--- src/rtl/uart_pkg.sv ---
// Shared UART definitions: receiver FSM state encoding and serial frame
// line levels. Kept separate so the transmitter can reuse them.
package uart_pkg;

    typedef enum logic [1:0] {
        IDLE  = 2'd0,
        START = 2'd1,
        DATA  = 2'd2,
        STOP  = 2'd3
    } uart_state_e;

    localparam logic START_LVL = 1'b0;
    localparam logic STOP_LVL  = 1'b1;
    localparam logic IDLE_LVL  = 1'b1;

endpackage

--- src/rtl/uart_rx_sync2.sv ---
// sync2: two-flop synchronizer bringing the asynchronous serial line into
// the clk domain. Both flops reset to the idle line level so a reset never
// looks like a start bit.
//   clk   : clock
//   rst_n : async active-low reset
//   d     : asynchronous input
//   q     : synchronized output
module sync2
    import uart_pkg::*;
(
    input  logic clk,
    input  logic rst_n,
    input  logic d,
    output logic q
);

    logic meta;

    always_ff @(posedge clk or negedge rst_n) begin
        if (!rst_n) begin
            meta <= IDLE_LVL;
            q    <= IDLE_LVL;
        end else begin
            meta <= d;
            q    <= meta;
        end
    end

endmodule

--- src/rtl/uart_rx.sv ---
// uart_rx: serial receiver, start bit / WIDTH data bits LSB first / one
// stop bit, CLKS_PER_BIT clocks per bit, sampling at mid-bit.
//   clk          : clock, all state on rising edge
//   rst_n        : async active-low reset
//   uart_rx_line : serial input, idle high, asynchronous to clk
//   rx_data      : last good byte, stable while rx_valid=1
//   rx_valid     : rx_data holds an unconsumed byte
//   rx_ready     : consumer accepts rx_data
//   frame_err    : one-cycle pulse when the stop bit is sampled low
//   overrun      : one-cycle pulse when a good frame is dropped because the
//                  previous byte was still unconsumed
module uart_rx
    import uart_pkg::*;
#(
    parameter int WIDTH        = 8,
    parameter int CLKS_PER_BIT = 2
) (
    input  logic             clk,
    input  logic             rst_n,
    input  logic             uart_rx_line,
    output logic [WIDTH-1:0] rx_data,
    output logic             rx_valid,
    input  logic             rx_ready,
    output logic             frame_err,
    output logic             overrun
);

    localparam int IDX_W = (WIDTH > 1) ? $clog2(WIDTH) : 1;
    localparam int TMR_W = $clog2(CLKS_PER_BIT);

    // Timer counts down to 0; the sample happens in the cycle it reads 0.
    // Loading N puts the sample N+1 cycles after the load.
    localparam logic [TMR_W-1:0] HALF_LD  = TMR_W'(CLKS_PER_BIT / 2 - 1);
    localparam logic [TMR_W-1:0] FULL_LD  = TMR_W'(CLKS_PER_BIT - 1);
    localparam logic [IDX_W-1:0] LAST_IDX = IDX_W'(WIDTH - 1);

    logic             rxs;
    uart_state_e      state;
    logic [TMR_W-1:0] timer;
    logic [IDX_W-1:0] bit_idx;
    logic [WIDTH-1:0] shreg;
    // Set after a low stop sample: remain in STOP until the line returns high.
    logic             stop_err;

    sync2 u_sync (
        .clk   (clk),
        .rst_n (rst_n),
        .d     (uart_rx_line),
        .q     (rxs)
    );

    always_ff @(posedge clk or negedge rst_n) begin
        if (!rst_n) begin
            state     <= IDLE;
            timer     <= '0;
            bit_idx   <= '0;
            shreg     <= '1;
            stop_err  <= 1'b0;
            rx_data   <= '0;
            rx_valid  <= 1'b0;
            frame_err <= 1'b0;
            overrun   <= 1'b0;
        end else begin
            frame_err <= 1'b0;
            overrun   <= 1'b0;
            // Consumption clear; a frame completing this cycle overrides it.
            if (rx_valid && rx_ready)
                rx_valid <= 1'b0;

            case (state)
                IDLE: begin
                    if (rxs == START_LVL) begin
                        state <= START;
                        timer <= HALF_LD;
                    end
                end
                START: begin
                    if (timer != '0) begin
                        timer <= timer - 1'b1;
                    end else if (rxs != START_LVL) begin
                        state <= IDLE;           // glitch, not a real start
                    end else begin
                        state   <= DATA;
                        bit_idx <= '0;
                        timer   <= FULL_LD;
                    end
                end
                DATA: begin
                    if (timer != '0) begin
                        timer <= timer - 1'b1;
                    end else begin
                        shreg[bit_idx] <= rxs;
                        timer          <= FULL_LD;
                        if (bit_idx == LAST_IDX)
                            state <= STOP;
                        else
                            bit_idx <= bit_idx + 1'b1;
                    end
                end
                STOP: begin
                    if (stop_err) begin
                        if (rxs == STOP_LVL) begin
                            state    <= IDLE;
                            stop_err <= 1'b0;
                        end
                    end else if (timer != '0) begin
                        timer <= timer - 1'b1;
                    end else if (rxs == STOP_LVL) begin
                        // Good frame; IDLE next cycle allows back-to-back starts.
                        state <= IDLE;
                        if (rx_valid && !rx_ready) begin
                            overrun <= 1'b1;
                        end else begin
                            rx_data  <= shreg;
                            rx_valid <= 1'b1;
                        end
                    end else begin
                        frame_err <= 1'b1;
                        stop_err  <= 1'b1;
                    end
                end
                default: state <= IDLE;
            endcase
        end
    end

endmodule

--- config.mk ---
export PLATFORM = sky130hd
export DESIGN_NAME = uart_rx
export DESIGN_NICKNAME = d
export VERILOG_FILES = /design/src/rtl/uart_pkg.sv /design/src/rtl/uart_rx_sync2.sv /design/src/rtl/uart_rx.sv
export SDC_FILE = /design/constraint.sdc
export NUM_CORES = 1
export LEC_CHECK = 0
export BUFFER_PORTS_ARGS = -buffer_cell sky130_fd_sc_hd__buf_2
export CORE_ASPECT_RATIO = 0.7
export CORE_MARGIN = 2
export CORE_UTILIZATION = 60
export DETAILED_ROUTE_END_ITERATION = 8
export PLACE_DENSITY = 0.86
export SLEW_MARGIN = 20
export SYNTH_ARGS = -nofsm -noshare
export SYNTH_HDL_FRONTEND = slang
export SYNTH_SLANG_ARGS = --single-unit
--- constraint.sdc ---
create_clock -name clk -period 2.2 [get_ports clk]
set_input_delay 0.22 -clock clk [delete_from_list [all_inputs] [get_ports clk]]
set_output_delay 0.22 -clock clk [all_outputs]
set_load 0.02 [all_outputs]
Yosys cells after proc, flatten, opt, wreduce, memory -nomap -nowiden
Cells that the tools add are included.
{ "totals": {"regBits": 28, "latchBits": 0, "ramBits": 0, "rom_bits": 0, "in_bits": 4, "elab_cells": 80, "n_memories": 0} }
{ "op_classes": {"n_addsub": 2, "multipliers": 0, "div": 0, "n_lt_le_gt_ge": 2, "eq_ne": 12, "shifts": 0, "muxes": 39, "n_bitwise": 3, "n_reduce_logical": 11} }
{ "op_table": {"columns": ["op", "count"], "rows": [
  ["2-to-1 mux 1 bit", 22],
  ["2-to-1 mux 2 bit", 8],
  ["AND reduction 5 bit", 3],
  ["!= test 2 bit (second input constant)", 7],
  ["2-to-1 mux 3 bit", 4],
  ["bitwise mux 8 bit", 1],
  ["one-hot mux 2 bit (4 select lines)", 1],
  ["one-hot mux 3 bit (2 select lines)", 1],
  ["== test 2 bit (second input constant)", 2],
  ["less-than comparator 3 x 4 -> 1 bit (second input constant)", 1],
  ["one-hot mux 1 bit (4 select lines)", 1],
  ["AND reduction 2 bit", 2],
  ["adder 3 x 1 -> 3 bit (second input constant)", 1],
  ["demux 1 bit (select 3 bit)", 1],
  ["== test 3 bit (second input constant)", 1],
  [">= comparator 3 x 1 -> 1 bit (second input constant)", 1],
  ["logical AND 1 bit", 3],
  ["!= test 3 bit (second input constant)", 1],
  ["inverter 1 bit", 3],
  ["== test 2 x 1 -> 1 bit (second input constant)", 1],
  ["logical NOT 2 bit", 1],
  ["nonzero test 2 bit", 1],
  ["logical NOT 1 bit", 1],
  ["subtractor 1 bit (second input constant)", 1]
]} }

Depth between registers and ports, before layout
Gate-level depths: netlist (run 1).
{ "depth": {"ltp_word": 7, "ltp_mapped": 5, "mapped_depth_nobuf": 5} }

Cells and area by module
From an unflattened synthesis (run 1), not the netlist that was laid out.
{ "hier_totals": {"cells_unflattened": 105, "hier_area_um2": 1285.0} }
{ "by_module_without_submodules": {"columns": ["module", "instances", "cells_each", "area_each_um2", "seq_area_each_um2"], "rows": [
  ["uart_rx", 1, 103, 1232.4, 660.6],
  ["sync2", 1, 2, 52.6, 52.6]
]} }

Worst setup path after synthesis (run 1)
OpenSTA, ideal clock, no wires.
{ "synth_timing": {"kind": "flip-flop to flip-flop", "start": "reg bit_idx[0]", "end": "reg state[0]", "setup_time_ns": 0.146, "t_arrival_ns": 1.193, "t_required_ns": 2.054, "setup_slack_ns": 0.861, "path_stages_with_launch": 6, "path_buffers": 0, "period_less_slack_ns": 1.339, "path_cell_list": "dfrtp_1 -> ha_1 -> ha_1 -> nor3b_1 -> o21ai_0 -> o311ai_0"} }
{ "synth_between": {"elab_chain_len": 3} }
{ "synth_rtl": {"columns": ["element", "line", "rtl"], "rows": [
  ["start, declared", "uart_rx.sv:40", "logic [IDX_W-1:0] bit_idx;"],
  ["start signal, assigned", "uart_rx.sv:97", "bit_idx <= bit_idx + 1'b1;"],
  ["== test 3 bit", "uart_rx.sv:94", "if (bit_idx == LAST_IDX)"],
  ["!= test 2 bit (no source line)", null, null],
  ["AND reduction 5 bit (no source line)", null, null],
  ["end signal, assigned", "uart_rx.sv:95", "state <= STOP;"],
  ["end signal, assigned", "uart_rx.sv:103", "state <= IDLE;"],
  ["end signal, assigned", "uart_rx.sv:110", "state <= IDLE;"],
  ["end, declared", "uart_rx.sv:38", "uart_state_e state;"]
]} }
Every way passes these cells.
A chain may end at the register's enable or synchronous reset.

Final worst setup path (run 1)
{ "layout_timing": {"start": "reg bit_idx[0]", "end": "reg bit_idx[2]"} }
{ "layout_between": {"elab_chain_len": 4, "word_cells_on_any_way": 7} }
{ "layout_rtl": {"columns": ["element", "line", "rtl"], "rows": [
  ["adder 3 x 1 -> 3 bit", "uart_rx.sv:97", null],
  ["2-to-1 mux 3 bit", "uart_rx.sv:94", null],
  ["2-to-1 mux 3 bit", "uart_rx.sv:89", "if (timer != '0) begin"],
  ["one-hot mux 3 bit (2 select lines)", "uart_rx.sv:70", "case (state)"]
]} }
Several ways; a longest one is shown, not always the timed one. The select of a mux whose other input is x is not followed.

==> summary.json, run 1 <==
{
  "run_status": "completed",
  "num_io_pins": 15,
  "crit_path_top_delay_cell": "sky130_fd_sc_hd__dfrtp_1",
  "timing.critical_path.max_delay_family": "flip-flops",
  "synthesis.yosys.warnings": 0,
  "clk_pin_slew_worst_paths_ns": 0.14,
  "area_growth_pct": 9.79,
  "class_of_the_most_critical_hold_timing_path": "primary input to flop",
  "fp.dieArea_mm2": 0.00252,
  "worst_margin_pin_slew_ns": 0.577,
  "synth_simple_gate_area_share_pct": 17.3,
  "avgRoutedWirePerCell_um": 15.2,
  "design.core.area_mm2": 0.00194,
  "place_area_mm2": 0.00135,
  "finish.instance_area_mm2": 0.00140,
  "cts-root-to-sink-buffers": 2,
  "viasPerCell": 5.96,
  "n_antenna_cell": 0,
  "netlist.top_cell.by_area": "sky130_fd_sc_hd__dfrtp_1",
  "critPathCaptureType": "flop",
  "critical_path.cell_chain": "ha_1 -> ha_1 -> nor2_1 -> a22oi_1 -> mux2i_1",
  "relSlewSlack_pct": 61.5,
  "power_density_mw_per_mm2": 1290,
  "rows": 13,
  "tritoncts": "built",
  "ys_async_sr_fraction_pct": 100,
  "synthesis.instances": 105,
  "synth-compound-area-share_pct": 6.16,
  "seqCellArea_um2": 713,
  "timing.critical_path.slowest_cell_delay_ns": 0.54,
  "worst-endpoint-arrival_ns": 1.86,
  "post_cts_resize_count": 0,
  "synth_top_family_by_area": "simple AND/OR/NAND/NOR gates",
  "cp_common_cell": "sky130_fd_sc_hd__ha_1",
  "initial_utilization_pct": 66.1,
  "maxCapViolCount": 0,
  "worstSetupStartpointType": "flop",
  "drt_pass1_iterations": 4,
  "post_synth_instance_area_mm2": 0.00128,
  "setup_repair_after_global_routing_missed_its_margin": "no",
  "yosys.area_share.xor_xnor_pct": 0,
  "worst_clock_skew_ns": 0.00108,
  "tcrit_tclk_final_pct": 72.7,
  "yosys.area_share.adder_pct": 1.96,
  "yosys.cell_types.count": 29,
  "gp_congestion": 0.855,
  "max_freq_mhz": 625,
  "num_vias": 840,
  "first_pass_grt_wire_length_um": 3800,
  "cp.required_ns": 2.46,
  "drt_iter0_markers": 23,
  "largest_net_degree_at_the_start_of_global_routing": 29,
  "final_period_minus_worst_setup_slack_ns": 1.60,
  "die_y_um": 42.6,
  "multiInputGateArea_um2": 526,
  "design.final.nets": 126,
  "crit_path_max_fanout": 9,
  "synth_sequential_area_ratio_pct": 55.8,
  "fillCellCount": 144,
  "port-buffer-count": 14,
  "mostFrequentLayoutCells": "sky130_fd_sc_hd__dfrtp_1, sky130_fd_sc_hd__mux2_2, sky130_fd_sc_hd__buf_2",
  "first_global_vias": 840,
  "cts_htree_levels": 1,
  "width_of_the_die_um": 59.2,
  "synth-seq-cells": 28,
  "synth_enable_flop_cells": 0,
  "finalMaxSlewViolations": 0,
  "synthesized_netlist_net_count": 111,
  "criticalPathCategory": "flop to flop",
  "yosys_most_used_dff": "sky130_fd_sc_hd__dfrtp_1",
  "final_count_of_negative_setup_slack_endpoints": 0,
  "totalNegativeSetupSlack_ns": 0,
  "grt_usage_pct": 20.7,
  "clock_tree_root_driver_cell": "sky130_fd_sc_hd__clkbuf_4",
  "antenna_found_initial": 0,
  "power.ir.vdd_worst_mv": 0.798,
  "path_buf_inv": 0,
  "dp.final_hpwl_um": 1560,
  "mux_share_of_post_synthesis_cell_area_pct": 15.7,
  "synth.top_cell.area_share_pct": 35.2,
  "power_leakage_nw": 0.649,
  "layout.cells.most_common": "sky130_fd_sc_hd__dfrtp_1",
  "global_route.overflow_total": 0,
  "totalWireLength_um": 2140,
  "clk-insertion-delay-late_ns": 0.32,
  "numClockSinks": 28,
  "report.final.hold_viol_count": 0,
  "drc_markers": 0,
  "synthesis.area_per_instance_um2": 12.2,
  "drtAntennaViolNets": 0,
  "numCtsBuffers": 3,
  "yosys-top-cells-area": "sky130_fd_sc_hd__dfrtp_1, sky130_fd_sc_hd__dfstp_2, sky130_fd_sc_hd__mux2_2",
  "drive_gt1_share_pct": 40.3
}
## cells by family after synthesis
group,count (synthesis)
and+or+nand+nor,36
DFF,28
muxes,18
AOI/OAI and AO/OA,12
buffers and inverters,9
adders and majority gates,2
## routing by layer
layer  share of wire, %  wire [µm]  vias to the layer above  track usage, %
li1                   -          -                      400               -
met5                  0          0                        -               0
met4                2.4         51                        0            8.18
met3                3.7         80                        8            6.79
met2                 49       1050                       20            33.8
met1                 45        953                      412            25.0
## worst paths after layout
check | from | endpoint | slack [ns] | cells past startpoint
worst min-delay path | rx_ready | overrun | 0.23 | 3
worst max register to register | bit_idx[0] | bit_idx[2] | 0.60 | 5
worst min register to register | u_sync.meta | u_sync.q | 0.37 | 0
max in group asynchronous | rst_n | shreg[5] | 1.42 | 2
min in group asynchronous | rst_n | rx_data[6] | 0.39 | 2
worst max-delay path | bit_idx[0] | bit_idx[2] | 0.60 | 5
## flip-flops by register name (all words and copies together), names as in the netlist, named ones only
signal,flops
rx_valid,1
overrun,1
bit_idx,3
u_sync.meta,1
stop_err,1
shreg,8
frame_err,1
state,1
u_sync.q,1
timer,1
rx_data,8
## cell type report
class	instances	area share, %
clock buffers	4	2.58
inverters	3	0.802
multi-input cells	68	37.4
repair buffers	16	6.42
well taps	22	1.96
flip-flops and latches	28	50.8
## cell usage after synthesis (2+ instances only)
| cell type | instances |
|---|---|
| sky130_fd_sc_hd__a21oi_1 | 2 |
| sky130_fd_sc_hd__a31oi_1 | 3 |
| sky130_fd_sc_hd__and4bb_2 | 2 |
| sky130_fd_sc_hd__buf_2 | 5 |
| sky130_fd_sc_hd__dfrtp_1 | 18 |
| sky130_fd_sc_hd__dfstp_2 | 10 |
| sky130_fd_sc_hd__ha_1 | 2 |
| sky130_fd_sc_hd__inv_1 | 3 |
| sky130_fd_sc_hd__mux2_2 | 16 |
| sky130_fd_sc_hd__mux2i_1 | 2 |
| sky130_fd_sc_hd__nand2_1 | 9 |
| sky130_fd_sc_hd__nand2b_1 | 2 |
| sky130_fd_sc_hd__nand3_1 | 3 |
| sky130_fd_sc_hd__nand4_1 | 2 |
| sky130_fd_sc_hd__nor2_1 | 6 |
| sky130_fd_sc_hd__nor2b_1 | 6 |
| sky130_fd_sc_hd__o21ai_0 | 2 |
## where the power goes
group / switching (mW) / internal [mW] / total [mW]
Combinational: 0.308 / 0.307 / 0.615
Sequential: 0.223 / 0.730 / 0.953
Clock: 0.143 / 0.101 / 0.244
## what timing repair did
item	in CTS	in global routing
setup buffers	0	0
hold buffers	2	0
hold endpoints to repair	19	0
## metrics by stage
step | std cells | total power, mW | util (%) | setup slack, ns | hold slack, ns
5_1_grt | 141 | 1.95 | 72.5 | 0.439 | 0.227
2_1_floorplan | 105 | 1.41 | - | 0.861 | -0.0756
6_report | 141 | 1.81 | 72.5 | 0.601 | 0.229
3_5_place_dp | 135 | 1.58 | 69.6 | 0.615 | 0.255
4_1_cts | 141 | 1.82 | 72.5 | 0.590 | 0.224
3_3_place_gp | 135 | 1.53 | 69.6 | 0.707 | 0.251
## worst reg2reg max path, stage by stage (launching register included)
cell and delay (ns):
sky130_fd_sc_hd__dfrtp_1 0.54, sky130_fd_sc_hd__ha_1 0.20, sky130_fd_sc_hd__ha_1 0.18, sky130_fd_sc_hd__nor2_1 0.07, sky130_fd_sc_hd__a22oi_1 0.31, sky130_fd_sc_hd__mux2i_1 0.24
Power figures use the tool's default switching activity.
==> inputs of run 2 (changes only) <==
--- a/config.mk
+++ b/config.mk
@@ -8,9 +8,9 @@
 export BUFFER_PORTS_ARGS = -buffer_cell sky130_fd_sc_hd__buf_2
 export CORE_ASPECT_RATIO = 0.7
 export CORE_MARGIN = 2
-export CORE_UTILIZATION = 60
+export CORE_UTILIZATION = 56
 export DETAILED_ROUTE_END_ITERATION = 8
-export PLACE_DENSITY = 0.86
+export PLACE_DENSITY = 0.81
 export SLEW_MARGIN = 20
 export SYNTH_ARGS = -nofsm -noshare
 export SYNTH_HDL_FRONTEND = slang
==> constraint.sdc (replaced) <==
create_clock -name clk -period 1.6 [get_ports clk]
set_input_delay 0.16 -clock clk [delete_from_list [all_inputs] [get_ports clk]]
set_output_delay 0.16 -clock clk [all_outputs]
set_load 0.02 [all_outputs]
==> summary.json, run 2 (same netlist as run 1, synthesis figures left out) <==
{
  "run_status": "completed",
  "first_global_vias": 781,
  "setup_repair_after_global_routing_missed_its_margin": "no",
  "tcrit_tclk_final_pct": 92.3,
  "worst-endpoint-arrival_ns": 1.70,
  "place_area_mm2": 0.00141,
  "power.ir.vdd_worst_mv": 1.09,
  "class_of_the_most_critical_hold_timing_path": "primary input to flop",
  "worstSetupStartpointType": "flop",
  "worst_clock_skew_ns": 0.00877,
  "tritoncts": "built",
  "timing.reg2reg.setup_slack_ns": 0.12,
  "viasPerCell": 5.37,
  "largest_net_degree_at_the_start_of_global_routing": 29,
  "fp.dieArea_mm2": 0.00269,
  "worstRegToRegCells": 3,
  "criticalPathCategory": "flop to flop",
  "cts_htree_levels": 1,
  "layout.cells.most_common": "sky130_fd_sc_hd__dfrtp_1",
  "clk_pin_slew_worst_paths_ns": 0.15,
  "global_route.overflow_total": 0,
  "final_core_util_pct": 68.6,
  "num_io_pins": 15,
  "num_vias": 843,
  "n_antenna_cell": 0,
  "worst_hold_path.num_cells": 3,
  "width_of_the_die_um": 61.1,
  "rows": 14,
  "maxCapViolCount": 0,
  "clk-insertion-delay-late_ns": 0.33,
  "timing.hold.worst_endpoint": "overrun",
  "mostFrequentLayoutCells": "sky130_fd_sc_hd__dfrtp_1, sky130_fd_sc_hd__mux2_2, sky130_fd_sc_hd__buf_2",
  "die_y_um": 44.0,
  "final_count_of_negative_setup_slack_endpoints": 0,
  "grt_usage_pct": 19.3,
  "drtAntennaViolNets": 0,
  "antenna_found_initial": 0,
  "cp.required_ns": 1.83,
  "avgRoutedWirePerCell_um": 13.5,
  "area_growth_pct": 15.7,
  "numClockSinks": 28,
  "worst_margin_pin_slew_ns": 0.589,
  "drive_gt1_share_pct": 44.0,
  "numCtsBuffers": 3,
  "finish.instance_area_mm2": 0.00148,
  "max_freq_mhz": 677,
  "drt_pass1_iterations": 4,
  "relSlewSlack_pct": 60.8,
  "min-delay-start": "rx_ready",
  "dp.final_hpwl_um": 1530,
  "finalMaxSlewViolations": 0,
  "totalNegativeSetupSlack_ns": 0,
  "initial_utilization_pct": 59.3,
  "port-buffer-count": 14,
  "design.final.nets": 132,
  "first_pass_grt_wire_length_um": 3750,
  "postCtsSetupRepairBufs": 0,
  "crit_path_max_fanout": 14,
  "power_leakage_nw": 0.683,
  "cts-root-to-sink-buffers": 2,
  "rr_endpoint": "rx_data[7]",
  "largestRegisters": "rx_data: 8 flops, shreg: 8 flops, bit_idx: 3 flops",
  "gp_congestion": 0.749,
  "clock_tree_root_driver_cell": "sky130_fd_sc_hd__clkbuf_4",
  "drt_iter0_markers": 33,
  "critPathCaptureType": "flop",
  "final_period_minus_worst_setup_slack_ns": 1.48,
  "design.core.area_mm2": 0.00215,
  "power_density_mw_per_mm2": 1830,
  "drc_markers": 0,
  "report.final.hold_viol_count": 0,
  "critical_path.reg2reg.startpoint": "state[0]",
  "hold_ws_ns": 0.165,
  "totalWireLength_um": 2130
}
## run 2: repair_timing
item	in CTS	in global routing
hold buffers	2	0
hold endpoints to repair	19	0
endpoints found under the setup margin	0	2
resized for setup	0	1
## run 2: worst max path at each step
stage | from | endpoint | slack, ns
after floorplan | bit_idx[0] | state[0] | 0.26
after global placement | bit_idx[1] | bit_idx[1] | 0.19
after detailed placement | bit_idx[1] | bit_idx[1] | 0.12
after CTS | bit_idx[1] | bit_idx[1] | 0.09
after global routing | bit_idx[1] | bit_idx[2] | 0.04
final | state[0] | rx_data[7] | 0.12
## run 2: metrics by stage
step / power (mW) / instances / worst slack, ns
after floorplan: 1.94 / 105 / 0.261
after global placement: 2.21 / 151 / 0.186
after detailed placement: 2.26 / 151 / 0.124
after CTS: 2.73 / 157 / 0.0906
after global routing: 2.91 / 157 / 0.0354
final: 2.71 / 157 / 0.124
## run 2: layout make-up
cell class	instances	area, µm²
well taps	32	40.0
repair buffers	22	135
multi-input cells	68	526
fillers	157	676
clock inverters	1	30.0
flip-flops and latches	28	714
clock buffers	3	22.5
inverters	3	11.3
## run 2: per-layer routing
metal	share of wire (%)	routed length, µm	track usage, %
met5	0	0	0
met4	0.52	11	3.91
met3	3.6	77	5.37
met2	45	946	26.8
met1	51	1090	30.1
## run 2: report_power, final
group          total (mW)  switching, mW  internal, mW
logic                1.03          0.521         0.504
registers            1.22          0.214          1.01
clock network       0.462          0.209         0.253
total                2.71          0.944          1.76
## run 2: worst max-delay path: stages, from the launching register on
cell	delay [ns]
sky130_fd_sc_hd__dfrtp_1	0.60
sky130_fd_sc_hd__and4bb_4	0.32
sky130_fd_sc_hd__nand3_4	0.14
sky130_fd_sc_hd__mux2_2	0.31
==> inputs of run 3 (changes only) <==
--- a/config.mk
+++ b/config.mk
@@ -10,7 +10,7 @@
 export CORE_MARGIN = 2
 export CORE_UTILIZATION = 56
 export DETAILED_ROUTE_END_ITERATION = 8
-export PLACE_DENSITY = 0.81
+export PLACE_DENSITY = 0.76
 export SLEW_MARGIN = 20
 export SYNTH_ARGS = -nofsm -noshare
 export SYNTH_HDL_FRONTEND = slang
==> summary.json, run 3 (same netlist as run 1, synthesis figures left out) <==
{
  "run_status": "completed",
  "power_leakage_nw": 0.676,
  "numCtsBuffers": 3,
  "dp.final_hpwl_um": 1580,
  "maxCapViolCount": 0,
  "clk_pin_slew_worst_paths_ns": 0.14,
  "worst-endpoint-arrival_ns": 1.66,
  "rows": 14,
  "drive_gt1_share_pct": 44.0,
  "totalWireLength_um": 2230,
  "clock_tree_root_driver_cell": "sky130_fd_sc_hd__clkbuf_4",
  "numClockSinks": 28,
  "power_density_mw_per_mm2": 1790,
  "gp_congestion": 0.769,
  "finalMaxSlewViolations": 0,
  "relSlewSlack_pct": 59.7,
  "class_of_the_most_critical_hold_timing_path": "primary input to flop",
  "layout.cells.most_common": "sky130_fd_sc_hd__dfrtp_1",
  "final_count_of_negative_setup_slack_endpoints": 0,
  "worstSetupStartpointType": "flop",
  "min-delay-start": "rx_ready",
  "crit_path_max_fanout": 7,
  "power.ir.vdd_worst_mv": 1.05,
  "max_freq_mhz": 686,
  "worst_margin_pin_slew_ns": 0.604,
  "cts_htree_levels": 1,
  "worstSetupStartpoint": "bit_idx[1]",
  "fp.dieArea_mm2": 0.00269,
  "tcrit_tclk_final_pct": 91.1,
  "initial_utilization_pct": 59.3,
  "avgRoutedWirePerCell_um": 14.2,
  "largestRegisters": "rx_data: 8 flops, shreg: 8 flops, bit_idx: 3 flops",
  "worst_clock_skew_ns": 0.00295,
  "drc_markers": 0,
  "cp.required_ns": 1.81,
  "cts-root-to-sink-buffers": 2,
  "grt_usage_pct": 19.2,
  "design.core.area_mm2": 0.00215,
  "area_growth_pct": 14.4,
  "report.final.hold_viol_count": 0,
  "num_vias": 870,
  "antenna_found_initial": 0,
  "global_route.overflow_total": 0,
  "width_of_the_die_um": 61.1,
  "clk-insertion-delay-late_ns": 0.33,
  "viasPerCell": 5.54,
  "fillCellCount": 154,
  "largest_net_degree_at_the_start_of_global_routing": 29,
  "port-buffer-count": 14,
  "postCtsSetupRepairBufs": 0,
  "drt_iter0_markers": 22,
  "n_antenna_cell": 0,
  "timing.reg2reg.setup_slack_ns": 0.14,
  "first_global_vias": 839,
  "critPathCaptureType": "flop",
  "final_period_minus_worst_setup_slack_ns": 1.46,
  "drt_pass1_iterations": 6,
  "finish.instance_area_mm2": 0.00146,
  "totalNegativeSetupSlack_ns": 0,
  "drtAntennaViolNets": 0,
  "tritoncts": "built",
  "die_y_um": 44.0,
  "design.final.nets": 132,
  "place_area_mm2": 0.00141,
  "critical_path.reg2reg.startpoint": "bit_idx[1]",
  "criticalPathCategory": "flop to flop",
  "num_io_pins": 15,
  "setup_repair_after_global_routing_missed_its_margin": "no",
  "mostFrequentLayoutCells": "sky130_fd_sc_hd__dfrtp_1, sky130_fd_sc_hd__mux2_2, sky130_fd_sc_hd__buf_2",
  "first_pass_grt_wire_length_um": 3710
}
[run 3: stage by stage]
stage                     hold WS, ns  util (%)  std cells  setup WS [ns]  power [mW]
after detailed placement        0.201      65.2        151          0.103        2.28
after floorplan                -0.136         -        105          0.261        1.94
after global placement          0.190      65.2        151          0.170        2.21
after global routing            0.190      67.9        157         0.0179        2.81
final                           0.181      67.9        157          0.142        2.61
after CTS                       0.177      67.8        157         0.0707        2.62
[run 3: path summary, 6_finish.rpt]
kind,end,cells past startpoint
worst min-delay path,overrun,3
min in group asynchronous,rx_data[5],2
worst min register to register,u_sync.q,0
worst max-delay path,state[0],5
max in group asynchronous,bit_idx[1],2
worst max register to register,state[0],5
[run 3: metal layers]
metal / track usage, % / up-vias / wire (µm)
met4: 6.09 / 0 / 29
met3: 5.37 / 7 / 89
li1: - / 410 / -
met5: 0 / - / 0
met2: 29.8 / 20 / 1040
met1: 26.1 / 433 / 1070
[run 3: where the power goes]
group          total [mW]  leakage [nW]  switching [mW]  internal, mW
sequential           1.22         0.339           0.212          1.01
clock               0.343        0.0210           0.204         0.139
combinational        1.05         0.317           0.544         0.504
total                2.61         0.676           0.960          1.65
[run 3: worst max-delay path, stage by stage (launching register included)]
cell and delay [ns]:
sky130_fd_sc_hd__dfrtp_2 0.48, sky130_fd_sc_hd__ha_1 0.19, sky130_fd_sc_hd__ha_1 0.20, sky130_fd_sc_hd__nor3b_1 0.14, sky130_fd_sc_hd__o21ai_0 0.17, sky130_fd_sc_hd__o311ai_0 0.16
[run 3: timing repair]
item                       4_1_cts  5_1_grt
gates resized for setup          0        1
hold buffers                     2        0
hold endpoints to repair        19        0
setup endpoints to repair        0        2
[run 3: final cells by class]
class | instances | area [µm²] | share of cell area, %
sequential | 28 | 714 | 48.8
multi-input combinational | 68 | 526 | 35.9
timing repair buffer | 22 | 135 | 9.24
tap | 32 | 40.0 | 2.74
clock buffer | 4 | 36.3 | 2.48
inverter | 3 | 11.3 | 0.770
